$ cat src/rtl/change_dispense_module_pkg.sv
// rtl/change_dispense_module_pkg.sv - shared types and constants for the change dispenser
// Purpose: state encoding, BCD digit width, coin values and balance field positions,
//          shared with the coin-accumulation logic.
// Ports: none (package).
package change_dispense_module_pkg;

  typedef enum logic [2:0] {
    ST_IDLE,
    ST_CHECK,
    ST_REQ,
    ST_WAIT_ACK,
    ST_WAIT_REL,
    ST_FIN,
    ST_ERR
  } state_t;

  localparam int DIGIT_W = 4;
  localparam int BAL_W   = 24;

  // Balance field LSB positions: [15:12] tens of yuan, [11:8] yuan, [7:4] jiao.
  localparam int TENS_LSB = 12;
  localparam int YUAN_LSB = 8;
  localparam int JIAO_LSB = 4;

  // Coin values expressed in the digit they are taken from.
  localparam logic [DIGIT_W-1:0] COIN_1Y_YUAN = 4'd1;
  localparam logic [DIGIT_W-1:0] COIN_5J_JIAO = 4'd5;
  localparam logic [DIGIT_W-1:0] BCD_MAX      = 4'd9;

  function automatic logic bcd_ok(input logic [DIGIT_W-1:0] d);
    return d <= BCD_MAX;
  endfunction

endpackage

$ cat src/rtl/change_dispense_module_if.sv
// rtl/change_dispense_module_if.sv - request/payout bus of the change dispenser
// Purpose: bundles the payout request, dispenser handshake and status signals.
// Ports (master drives / slave receives):
//   start, balance_in, coin_ack          master -> slave
//   req_1y, req_5j, busy, done, err,
//   remain                               slave -> master
interface change_dispense_module_if;
  import change_dispense_module_pkg::*;

  logic             start;
  logic [BAL_W-1:0] balance_in;
  logic             coin_ack;
  logic             req_1y;
  logic             req_5j;
  logic             busy;
  logic             done;
  logic             err;
  logic [BAL_W-1:0] remain;

  modport master (
    output start, balance_in, coin_ack,
    input  req_1y, req_5j, busy, done, err, remain
  );

  modport slave (
    input  start, balance_in, coin_ack,
    output req_1y, req_5j, busy, done, err, remain
  );

endinterface

$ cat src/rtl/change_ack_timer.sv
// rtl/change_ack_timer.sv - watchdog counter for the coin acknowledge handshake
// Purpose: counts cycles spent in a wait state; expired is high in the LIMIT-th cycle.
// Ports: CLK, RSTn (async active-low), restart (first cycle of a new wait state),
//        run (currently in a wait state), expired (limit reached this cycle).
module change_ack_timer #(
  parameter logic [15:0] LIMIT = 16'd50000
) (
  input  logic CLK,
  input  logic RSTn,
  input  logic restart,
  input  logic run,
  output logic expired
);

  logic [15:0] cnt;
  logic [15:0] cnt_now;

  // Cycles already spent in the current wait state, not counting this one.
  assign cnt_now = restart ? 16'd0 : cnt;
  assign expired = run && (cnt_now == LIMIT - 16'd1);

  always_ff @(posedge CLK or negedge RSTn) begin
    if (!RSTn) begin
      cnt <= '0;
    end else if (run) begin
      cnt <= cnt_now + 16'd1;
    end
  end

endmodule

$ cat src/rtl/change_dispense_module.sv
// rtl/change_dispense_module.sv - BCD balance payout controller (1-yuan then 5-jiao coins)
// Purpose: latches a BCD balance, pays it out coin by coin over a level req/ack
//          handshake and reports completion, errors and the undispensed remainder.
// Ports: CLK, RSTn (async active-low),
//        bus (change_dispense_module_if.slave): start, balance_in, coin_ack in;
//        req_1y, req_5j, busy, done, err, remain out.
// Option: CHANGE_TIMEOUT_EN adds an ACK_TIMEOUT-cycle watchdog (change_ack_timer)
//         on the WAIT_ACK and WAIT_REL states.
module change_dispense_module
  import change_dispense_module_pkg::*;
#(
  parameter logic [15:0] ACK_TIMEOUT = 16'd50000
) (
  input logic CLK,
  input logic RSTn,
  change_dispense_module_if.slave bus
);

  state_t             state;
  logic [DIGIT_W-1:0] tens;
  logic [DIGIT_W-1:0] yuan;
  logic [DIGIT_W-1:0] jiao;
  logic               coin_1y;
  logic               req_1y_q;
  logic               req_5j_q;
  logic               busy_q;
  logic               done_q;
  logic               err_q;
  logic               tmo;
  logic               unused_bal_bits;

  assign unused_bal_bits = ^{bus.balance_in[BAL_W-1:TENS_LSB+DIGIT_W],
                             bus.balance_in[JIAO_LSB-1:0]};

`ifdef CHANGE_TIMEOUT_EN
  logic tmr_restart;
  logic tmr_run;

  assign tmr_run = (state == ST_WAIT_ACK) || (state == ST_WAIT_REL);

  change_ack_timer #(
    .LIMIT(ACK_TIMEOUT)
  ) u_ack_timer (
    .CLK     (CLK),
    .RSTn    (RSTn),
    .restart (tmr_restart),
    .run     (tmr_run),
    .expired (tmo)
  );
`else
  localparam logic [15:0] unused_ack_timeout = ACK_TIMEOUT;
  assign tmo = 1'b0;
`endif

  assign bus.req_1y = req_1y_q;
  assign bus.req_5j = req_5j_q;
  assign bus.busy   = busy_q;
  assign bus.done   = done_q;
  assign bus.err    = err_q;
  assign bus.remain = {8'h00, tens, yuan, jiao, 4'h0};

  // Outputs are registered on the transition into the state they belong to,
  // so done/err are visible during FIN/ERR and req_* during REQ/WAIT_ACK.
  always_ff @(posedge CLK or negedge RSTn) begin
    if (!RSTn) begin
      state    <= ST_IDLE;
      tens     <= '0;
      yuan     <= '0;
      jiao     <= '0;
      coin_1y  <= 1'b0;
      req_1y_q <= 1'b0;
      req_5j_q <= 1'b0;
      busy_q   <= 1'b0;
      done_q   <= 1'b0;
      err_q    <= 1'b0;
`ifdef CHANGE_TIMEOUT_EN
      tmr_restart <= 1'b0;
`endif
    end else begin
      done_q <= 1'b0;
`ifdef CHANGE_TIMEOUT_EN
      tmr_restart <= 1'b0;
`endif
      case (state)
        ST_IDLE: begin
          if (bus.start) begin
            tens   <= bus.balance_in[TENS_LSB +: DIGIT_W];
            yuan   <= bus.balance_in[YUAN_LSB +: DIGIT_W];
            jiao   <= bus.balance_in[JIAO_LSB +: DIGIT_W];
            err_q  <= 1'b0;
            busy_q <= 1'b1;
            state  <= ST_CHECK;
          end
        end
        ST_CHECK: begin
          if (!bcd_ok(tens) || !bcd_ok(yuan) || !bcd_ok(jiao)) begin
            err_q  <= 1'b1;
            done_q <= 1'b1;
            busy_q <= 1'b0;
            state  <= ST_ERR;
          end else if ((tens != '0) || (yuan != '0)) begin
            coin_1y  <= 1'b1;
            req_1y_q <= 1'b1;
            state    <= ST_REQ;
          end else if (jiao >= COIN_5J_JIAO) begin
            coin_1y  <= 1'b0;
            req_5j_q <= 1'b1;
            state    <= ST_REQ;
          end else begin
            // A 1..4 jiao residual cannot be paid; it stays in remain.
            err_q  <= (jiao != '0);
            done_q <= 1'b1;
            busy_q <= 1'b0;
            state  <= ST_FIN;
          end
        end
        ST_REQ: begin
          state <= ST_WAIT_ACK;
`ifdef CHANGE_TIMEOUT_EN
          tmr_restart <= 1'b1;
`endif
        end
        ST_WAIT_ACK: begin
          if (bus.coin_ack) begin
            req_1y_q <= 1'b0;
            req_5j_q <= 1'b0;
            if (coin_1y) begin
              if (yuan == '0) begin
                yuan <= BCD_MAX;
                tens <= tens - 4'd1;
              end else begin
                yuan <= yuan - COIN_1Y_YUAN;
              end
            end else begin
              jiao <= jiao - COIN_5J_JIAO;
            end
            state <= ST_WAIT_REL;
`ifdef CHANGE_TIMEOUT_EN
            tmr_restart <= 1'b1;
`endif
          end else if (tmo) begin
            req_1y_q <= 1'b0;
            req_5j_q <= 1'b0;
            err_q    <= 1'b1;
            done_q   <= 1'b1;
            busy_q   <= 1'b0;
            state    <= ST_ERR;
          end
        end
        ST_WAIT_REL: begin
          if (!bus.coin_ack) begin
            state <= ST_CHECK;
          end else if (tmo) begin
            err_q  <= 1'b1;
            done_q <= 1'b1;
            busy_q <= 1'b0;
            state  <= ST_ERR;
          end
        end
        ST_FIN, ST_ERR: begin
          state <= ST_IDLE;
        end
        default: begin
          state <= ST_IDLE;
        end
      endcase
    end
  end

endmodule

$ cat src/flat_wrapper.sv
// flat-port wrapper written by rule: the top's interface ports become plain ports
module change_dispense_module_flat import change_dispense_module_pkg::*;
#(
  parameter logic [15:0] ACK_TIMEOUT = 16'd50000
)
  (CLK, RSTn, bus_start, bus_balance_in, bus_coin_ack, bus_req_1y, bus_req_5j, bus_busy, bus_done, bus_err, bus_remain);
  change_dispense_module_if bus_i ();
  input logic CLK;
  input logic RSTn;
  input wire logic [$bits(bus_i.start)-1:0] bus_start;
  input wire logic [$bits(bus_i.balance_in)-1:0] bus_balance_in;
  input wire logic [$bits(bus_i.coin_ack)-1:0] bus_coin_ack;
  output wire logic [$bits(bus_i.req_1y)-1:0] bus_req_1y;
  output wire logic [$bits(bus_i.req_5j)-1:0] bus_req_5j;
  output wire logic [$bits(bus_i.busy)-1:0] bus_busy;
  output wire logic [$bits(bus_i.done)-1:0] bus_done;
  output wire logic [$bits(bus_i.err)-1:0] bus_err;
  output wire logic [$bits(bus_i.remain)-1:0] bus_remain;
  assign bus_i.start = bus_start;
  assign bus_i.balance_in = bus_balance_in;
  assign bus_i.coin_ack = bus_coin_ack;
  assign bus_req_1y = bus_i.req_1y;
  assign bus_req_5j = bus_i.req_5j;
  assign bus_busy = bus_i.busy;
  assign bus_done = bus_i.done;
  assign bus_err = bus_i.err;
  assign bus_remain = bus_i.remain;
  change_dispense_module #(.ACK_TIMEOUT(ACK_TIMEOUT)) u_core (.CLK(CLK), .RSTn(RSTn), .bus(bus_i));
endmodule
$ cat config.mk
export PLATFORM = sky130hd
export DESIGN_NAME = change_dispense_module_flat
export DESIGN_NICKNAME = d
export VERILOG_FILES = /design/src/rtl/change_dispense_module_pkg.sv /design/src/rtl/change_dispense_module_if.sv /design/src/rtl/change_ack_timer.sv /design/src/rtl/change_dispense_module.sv /design/src/flat_wrapper.sv
export SDC_FILE = /design/constraint.sdc
export NUM_CORES = 1
export LEC_CHECK = 0
export CAP_MARGIN = 25
export CORE_MARGIN = 8
export CORE_UTILIZATION = 59
export DETAILED_ROUTE_END_ITERATION = 6
export DONT_BUFFER_PORTS = 1
export PLACE_DENSITY = 0.79
export SKIP_LAST_GASP = 1
export SLEW_MARGIN = 20
export SYNTH_ARGS = -nofsm -noshare
export SYNTH_HDL_FRONTEND = slang
export SYNTH_SLANG_ARGS = --single-unit
$ cat constraint.sdc
create_clock -name CLK -period 2.5 [get_ports CLK]
set_input_delay 0.75 -clock CLK [delete_from_list [all_inputs] [get_ports CLK]]
set_output_delay 0.75 -clock CLK [all_outputs]
set_load 0.1 [all_outputs]
-- Word level (Yosys, flattened, before mapping)
Cells that the tools add are included.
- bits of input ports: 28
- output and inout bits: 29
- word-level logic and storage cells: 102
- register bits: 21
- $add $sub $neg: 3
- order comparisons: 4
- reductions and logical operators: 23
- equal/unequal tests: 16
- bitwise operators: 1
- multiplexer cells: 45
- operator list (operator ; number):
    $mux W4 ; 11
    $pmux W4 S2 ; 3
    $mux W1 ; 20
    $mux W3 ; 6
    $reduce_and A4 Y1 ; 4
    $pmux W3 S5 ; 1
    $le A4 B4 Y1 const B ; 3
    $ne A2 B2 Y1 const B ; 6
    $reduce_bool A4 Y1 ; 3
    $reduce_and A5 Y1 ; 2
    $ne A2 B1 Y1 const B ; 4
    $pmux W1 S2 ; 4
    $reduce_bool A2 Y1 ; 4
    $sub A4 B1 Y4 const B ; 2
    $eq A3 B2 Y1 const B ; 2
    $ne A3 B2 Y1 const B ; 2
    $reduce_and A3 Y1 ; 2
    $ge A4 B3 Y1 const B ; 1
    $logic_not A4 Y1 ; 1
    $sub A4 B3 Y4 const B ; 1
    $eq A3 B1 Y1 const B ; 1
    $eq A3 B3 Y1 const B ; 1
    $logic_not A1 Y1 ; 3
    $logic_not A3 Y1 ; 1
    2 further kinds ; 4

-- Longest topological paths before layout
Gate-level depths: netlist of the first run.
- depth in word-level cells: 6
- gate-level depth with buffers: 6
- gate-level depth less buffers: 6

-- Worst setup path before layout of the first run
Ideal clock, no wire load.
- kind: register to register
- from: register u_core.tens[0]
- to: register u_core.err_q, in the netlist u_core.bus.err
- required time: 2420 ps
- arrival time: 2104 ps
- clock period less this slack: 2185 ps
- stages on the path, launching flop included: 7
- slack: 315 ps
- buffers on the path: 0
- library setup time: 80 ps
- cells stage by stage: dfrtp_1 > inv_1 > ha_1 > o21bai_1 > a221oi_2 > a21boi_2 > mux2i_1
- word-level cells in the longest chain between the ends: 6
- elaborated cells between the ends (all ways): 11
- classes of those cells: 1 x order compare; 2 x eq/ne; 2 x mux; 6 x reduce/logical
- RTL lines (element ; line ; RTL):
    from (decl) ; change_dispense_module.sv:20 ; logic [DIGIT_W-1:0] tens;
    from (signal assigned) ; change_dispense_module.sv:87 ; tens <= bus.balance_in[TENS_LSB +: DIGIT_W];
    from (signal assigned) ; change_dispense_module.sv:130 ; tens <= tens - 4'd1;
    $le A4 B4 Y1 ; change_dispense_module_pkg.sv:31 ; return d <= BCD_MAX;
    $logic_not A1 Y1 ; change_dispense_module.sv:96 ; if (!bcd_ok(tens) || !bcd_ok(yuan) || !bcd_ok(jiao)) begin
    $logic_or A1 B1 Y1 (2 in series) ; change_dispense_module.sv:96 ;
    $ne A3 B2 Y1 (no source line) or $mux W1 (tied branches) ; - ;
    $reduce_and A4 Y1 (no source line) or $pmux W1 S2 (tied branches) ; - ;
    to (signal assigned) ; change_dispense_module.sv:111 ; err_q <= (jiao != '0);
    to (decl) ; change_dispense_module.sv:28 ; logic err_q;
Several ways; a longest one is shown, not always the timed one.
A chain may end at the register's enable or synchronous reset.

-- Worst setup path after layout of the first run
- from: register u_core.jiao[3]
- to: output bus_remain[7]
- RTL lines (element ; line ; RTL):
    from (decl) ; change_dispense_module.sv:22 ; logic [DIGIT_W-1:0] jiao;
    from (signal assigned) ; change_dispense_module.sv:89 ; jiao <= bus.balance_in[JIAO_LSB +: DIGIT_W];
    from (signal assigned) ; change_dispense_module.sv:135 ; jiao <= jiao - COIN_5J_JIAO;
    to (decl) ; flat_wrapper.sv:18 ; output wire logic [$bits(bus_i.remain)-1:0] bus_remain;
No word-level cell between the ends.

==> parameters.txt, run 1 <==
Parameter                              Value

Outcome
  Result of the run ... complete, no violations

Clocking
  Hold-fix buffers at CTS ... 0
  Clock H-tree levels ... 1
  Clock insertion delay at the later pin of the skew report ... 0.30 ns
  TritonCTS sink count ... 21
  Clock tree from TritonCTS ... yes
  Clk pin slew, worst setup/hold paths ... 0.11 ns
  Clock buffer count from CTS ... 3
  Clock Path Buffers ... 2
  Count of buffers added by post-CTS timing repair for setup ... 0
  Post-CTS Resized ... 0
  Root buffer cell ... sky130_fd_sc_hd__clkbuf_4

Drt
  Average vias per placed instance ... 5.918
  Starting DRT DRC Count ... 40
  DRC violations left ... 0
  Post-detailed-routing wire length ... 3.077 mm
  Number of detailed-route iterations in the first pass ... 6
  Routed length per instance ... 15.70 µm
  Overall via count from detail_route ... 1160
  Post-DRT Antenna Nets ... 0

Placement
  DP Worst Slack ... 0.6713 ns
  Weighted congestion reported at the end of routability-driven placement ... 0.8730
  Hpwl dp ... 2.410 mm
  Count of port buffers added during placement ... 0
  Standard cell area after detailed placement ... 1486 µm²

Timing
  Post-route setup TNS ... 0 ns
  Unrepaired setup endpoints after global routing ... no
  Slew at the pin closest to its max-slew limit ... 1.041 ns
  Setup violation total in the final timing report ... 0
  Number of max-slew violations in the final report ... 0
  Tmin final ... 2.105 ns
  Relative max-transition margin ... 30.59%
  Max frequency ... 475.0 MHz
  Hold violation count in the final report ... 0
  Setup slack after layout ... 0.3946 ns
  Skew final ... 0.001445 ns
  Period utilization ... 84.22%

Yosys
  Async SR Flop Fraction ... 100.0%
  Syn avg cell area ... 9.157 µm²
  Yosys cell types ... 48
  EDFF count, synth ... 0
  Yosys synthesis warning count ... 0
  Register bit total from synthesis ... 21
  Top flip-flop cell by instance count after synthesis ... sky130_fd_sc_hd__dfrtp_1
  Mapped Area ... 1410 µm²
  Synth Instances ... 154
  Post-synthesis sequential area ratio ... 37.27%

Floorplan
  Initial Utilization ... 63.14%
  Die extent in y ... 64.89 µm
  Placeable core region ... 2233 µm²
  Area enclosed by the die boundary ... 4210 µm²
  IO Pins ... 57
  Number of standard-cell rows in the floorplan ... 17
  DIE WIDTH ... 64.89 µm

Setup path
  Worst reg2reg startpoint ... u_core.jiao[3]
  Setup CP Type ... reg2out
  Endpoint required time on the critical path ... 1.75 ns
  CP Launch Point ... u_core.jiao[3]
  Worst R2R End ... u_core.state[2]
  Maximum fanout along the worst path ... 5
  Minimum setup slack among reg-to-reg paths ... 0.60 ns
  Nature of the critical path endpoint ... output port
  Element type at the critical path start ... register
  WP data arrival ... 1.36 ns
  Number of cell instances on the worst register-to-register path ... 4

Global route
  Overall routing resource usage ... 15.01%
  First-pass GRT wire length ... 5.257 mm
  Final global-route overflow total ... 0
  Antenna violations before repair ... 0
  Maximum number of pins on one net before global-route repair ... 22
  Vias in the first global route ... 1239

Final layout
  Total number of nets in the final design ... 202
  Share of cells above drive strength 1 ... 19.64%
  Post-route design area ... 1513 µm²
  Synth-to-layout area growth ... 7.276%
  Post-Route Utilization ... 67.73%
  Number of antenna diodes ... 0

Min path
  Hold WC Path Type ... in2async

Job
  Max-capacitance violation count ... 0
[cells in the final DEF, fill, tap and decap left out, types with 2 or more instances in the layout]
cell                       instances
sky130_fd_sc_hd__dfrtp_1          21
sky130_fd_sc_hd__buf_4            17
sky130_fd_sc_hd__a21oi_1          16
sky130_fd_sc_hd__nor2_1           13
sky130_fd_sc_hd__conb_1           12
sky130_fd_sc_hd__inv_1            11
sky130_fd_sc_hd__o21ai_0          10
sky130_fd_sc_hd__nand2_1           9
sky130_fd_sc_hd__nand3_1           7
sky130_fd_sc_hd__ha_1              5
sky130_fd_sc_hd__o21bai_1          3
sky130_fd_sc_hd__mux2i_1           3
sky130_fd_sc_hd__clkbuf_4          3
sky130_fd_sc_hd__nor3b_1           2
sky130_fd_sc_hd__nor3_1            2
sky130_fd_sc_hd__or3_1             2
sky130_fd_sc_hd__o22ai_1           2
[stage by stage]
step	hold slack, ns	instances
2_1_floorplan	0.4544	165
3_3_place_gp	0.4551	192
3_5_place_dp	0.4552	192
4_1_cts	0.1181	196
5_1_grt	0.1054	196
6_report	0.1203	196
[cell usage after synthesis (all sizes together) (2+ instances only)]
cell / number / area [µm²]
inv: 11 / 41.29
o21bai: 3 / 22.52
a21boi: 2 / 18.77
nand2: 9 / 33.78
dfrtp: 21 / 525.5
mux2i: 3 / 30.03
nor3: 2 / 10.01
nand3b: 2 / 18.77
buf: 17 / 123.9
ha: 5 / 62.56
o21ai: 11 / 55.05
or3: 2 / 12.51
nor3b: 2 / 15.01
a21oi: 17 / 96.35
nor2: 13 / 48.80
o22ai: 3 / 25.02
nand3: 7 / 35.03
[metal layers]
layer	GRT usage, %	up-vias	part of all wire [%]
met5	0	-	0
li1	-	551	-
met1	16.85	554	41
met3	3.436	8	7.2
met4	6.540	0	1.8
met2	26.46	47	50
[state kept, by name (all words and copies together) (netlist names)]
name,flops
u_core.jiao,4
u_core.bus.done,1
u_core.bus.req_5j,1
u_core.tens,4
u_core.bus.err,1
u_core.bus.busy,1
u_core.coin_1y,1
u_core.bus.req_1y,1
u_core.state,3
u_core.yuan,4
[kinds of logic after synthesis]
family | Yosys count | share of synthesized area [%]
compound gates | 48 | 23.60
fa+ha+maj | 5 | 4.437
buf+inv | 29 | 11.98
flops | 21 | 37.27
mux | 3 | 2.130
other cells | 1 | 0.2659
simple gates | 47 | 20.32
[worst reg2reg max path, delay by kind of cell (launching register included)]
| family | cells | cell delay, ns |
|---|---|---|
| flip-flops | 1 | 1.05 |
| AND/OR/NAND/NOR | 1 | 0.18 |
| AO/OA/AOI/OAI | 2 | 0.33 |
| buffers and inverters | 1 | 0.24 |
[layout make-up]
class | count | area, µm²
multi-input combinational | 115 | 757.0
fill | 173 | 720.7
sequential | 21 | 525.5
timing repair buffer | 17 | 127.6
inverter | 11 | 41.29
tap | 28 | 35.03
clock buffer | 4 | 26.28
[how the worst max path moves through the flow]
stage,endpoint,slack [ns],depth (start not counted)
3_3_place_gp,u_core.coin_1y,0.70,6
2_1_floorplan,u_core.bus.err,0.32,6
5_1_grt,bus_remain[7],0.37,0
3_5_place_dp,u_core.state[2],0.67,4
4_1_cts,bus_remain[7],0.40,0
6_report,bus_remain[7],0.39,0
Power of run 1 is not shown: default switching activity piles up to over one toggle a cycle in this logic, so the estimate is an artifact.
==> run 2: changes to the inputs <==
Clock period 2.5 ns to 2.15 ns, I/O delays scaled along.
==> parameters.txt, run 2 (synthesis results as in run 1) <==
Parameter                              Value

Global route
  Vias in the first global route ... 1203 (-2.9%)
  Final global-route overflow total ... 0 (unchanged)
  Overall routing resource usage ... 15.71% (+0.70 points)
  Antenna violations before repair ... 0 (unchanged)
  First-pass GRT wire length ... 5.451 mm (+3.7%)
  Maximum number of pins on one net before global-route repair ... 22 (unchanged)

Timing
  Unrepaired setup endpoints after global routing ... no
  Final hold slack ... 0.3971 ns (+0.2767 ns)
  Skew final ... 0.006094 ns (+0.004648 ns)
  Number of max-slew violations in the final report ... 0 (unchanged)
  Setup slack after layout ... 0.2423 ns (-0.1523 ns)
  Max frequency ... 524.2 MHz
  Post-route setup TNS ... 0 ns (unchanged)
  Relative max-transition margin ... 35.48% (+4.9 points)
  Slew at the pin closest to its max-slew limit ... 0.9647 ns (-0.07650 ns)
  Setup violation total in the final timing report ... 0 (unchanged)
  Hold violation count in the final report ... 0 (unchanged)
  Tmin final ... 1.908 ns
  Period utilization ... 88.73%

Drt
  Routed length per instance ... 16.23 µm (+3.4%)
  Overall via count from detail_route ... 1163 (+0.26%)
  Starting DRT DRC Count ... 58 (+45%)
  Number of detailed-route iterations in the first pass ... 4 (-2)
  Post-detailed-routing wire length ... 3.229 mm (+4.9%)
  Average vias per placed instance ... 5.844 (-1.3%)
  DRC violations left ... 0 (unchanged)
  Post-DRT Antenna Nets ... 0 (unchanged)

Placement
  Hpwl dp ... 2.462 mm (+2.2%)
  DP Worst Slack ... 0.2982 ns (-0.3731 ns)
  Number of placed instances, taps included ... 194 (+1.0%)
  Weighted congestion reported at the end of routability-driven placement ... 0.8572 (-1.8%)
  Count of port buffers added during placement ... 0 (unchanged)

Final layout
  Sequential cell area in the final layout ... 528.0 µm² (+0.48%)
  Total area of multi-input combinational cells ... 757.0 µm² (unchanged)
  Share of cells above drive strength 1 ... 21.64% (+2.0 points)
  Registers with the most flip-flops ... u_core.jiao: 4 flops, u_core.tens: 4 flops, u_core.yuan: 4 flops
  Number of cells in the finished layout apart from fillers ... 199 (+1.5%)
  Commonest cells after routing, fill and taps aside ... sky130_fd_sc_hd__buf_4, sky130_fd_sc_hd__dfrtp_1, sky130_fd_sc_hd__a21oi_1
  Number of antenna diodes ... 0 (unchanged)
  Synth-to-layout area growth ... 9.228%
  Fillcell total ... 182 (+5.2%)
  Total number of nets in the final design ... 205 (+1.5%)

Clocking
  Clock insertion delay at the later pin of the skew report ... 0.31 ns (about the same)
  Count of buffers added by post-CTS timing repair for setup ... 0 (unchanged)
  Clock buffer count from CTS ... 3 (unchanged)
  Clock H-tree levels ... 1 (unchanged)
  TritonCTS sink count ... 21 (unchanged)
  Clk pin slew, worst setup/hold paths ... 0.12 ns (about the same)
  Clock Path Buffers ... 2 (unchanged)
  Root buffer cell ... sky130_fd_sc_hd__clkbuf_4
  Clock tree from TritonCTS ... yes

Job
  Max-capacitance violation count ... 0 (unchanged)

Floorplan
  Die extent in y ... 64.89 µm (unchanged)
  Number of standard-cell rows in the floorplan ... 17 (unchanged)
  Area enclosed by the die boundary ... 4210 µm² (unchanged)
  Placeable core region ... 2233 µm² (unchanged)
  Initial Utilization ... 63.14% (unchanged)
  DIE WIDTH ... 64.89 µm (unchanged)
  IO Pins ... 57 (unchanged)

Setup path
  Dominant delay contributor by cell family on the critical path ... compound AO/OA/AOI/OAI gates
  Nature of the critical path endpoint ... register
  WP data arrival ... 2.12 ns (+0.76 ns)
  Element type at the critical path start ... register
  Worst path cell trace ... buf_4, ha_1, o21bai_1, a221oi_2, nand3_1, a21bo_2
  Minimum setup slack among reg-to-reg paths ... 0.24 ns (-0.36 ns)
  Worst Path Buf+Inv ... 1
  Slowest stage cell on the critical path ... sky130_fd_sc_hd__a221oi_2
  Maximum fanout along the worst path ... 3 (-2)
  Endpoint required time on the critical path ... 2.36 ns (+0.61 ns)
  Crit path largest cell delay ... 0.42 ns
  Setup CP Type ... reg2reg

Min path
  Hold WC Path Type ... in2reg

Outcome
  Result of the run ... complete, no violations
==> run 2: cell types whose count changed in the layout (fill, tap and decap cells not counted), sizes merged <==
cell / previous run / this run
buf: 17 / 19
dlygate4sd3: 0 / 1
==> run 2: stage by stage <==
step / instance area (µm²) / utilization (%)
2_1_floorplan: 1454 / -
3_3_place_gp: 1504 / 67.34
3_5_place_dp: 1504 / 67.34
4_1_cts: 1530 / 68.52
5_1_grt: 1540 / 68.96
6_report: 1540 / 68.96
==> run 2: final timing paths <==
path | from | end | cells past startpoint
setup reg to reg | u_core.tens[0] | u_core.coin_1y | 6
max in group asynchronous | RSTn | u_core.tens[1] | 1
hold / removal | bus_coin_ack | u_core.state[0] | 1
hold reg to reg | u_core.bus.req_1y | u_core.bus.req_1y | 2
setup / recovery | u_core.tens[0] | u_core.coin_1y | 6
min in group asynchronous | RSTn | u_core.state[2] | 1
==> run 2: area by class of cell <==
| cell class | count | area share (%) |
|---|---|---|
| multi-input cells | 115 | 49.15 |
| well taps | 28 | 2.275 |
| flip-flops and latches | 21 | 34.28 |
| repair buffers | 20 | 9.911 |
| clock buffers | 4 | 1.706 |
| inverters | 11 | 2.681 |
==> run 2: timing repair <==
| action | 4_1_cts | 5_1_grt |
|---|---|---|
| gates resized for setup | 0 | 0 |
| endpoints found under the hold margin | 0 | 21 |
| hold buffers | 0 | 1 |
| endpoints found under the setup margin | 0 | 0 |
==> run 2: worst register-to-register path: stages, from the launching register on <==
cell	delay, ns
sky130_fd_sc_hd__dfrtp_2	0.38
sky130_fd_sc_hd__buf_4	0.30
sky130_fd_sc_hd__ha_1	0.21
sky130_fd_sc_hd__o21bai_1	0.11
sky130_fd_sc_hd__a221oi_2	0.42
sky130_fd_sc_hd__nand3_1	0.16
sky130_fd_sc_hd__a21bo_2	0.24
==> run 2: metal layers <==
| layer | routed length (µm) | global-route usage (%) |
|---|---|---|
| met1 | 1342 | 17.95 |
| met2 | 1670 | 27.45 |
| met3 | 186 | 4.639 |
| met4 | 29 | 4.905 |
| met5 | 0 | 0 |
Power of run 2 is left out for the same reason.
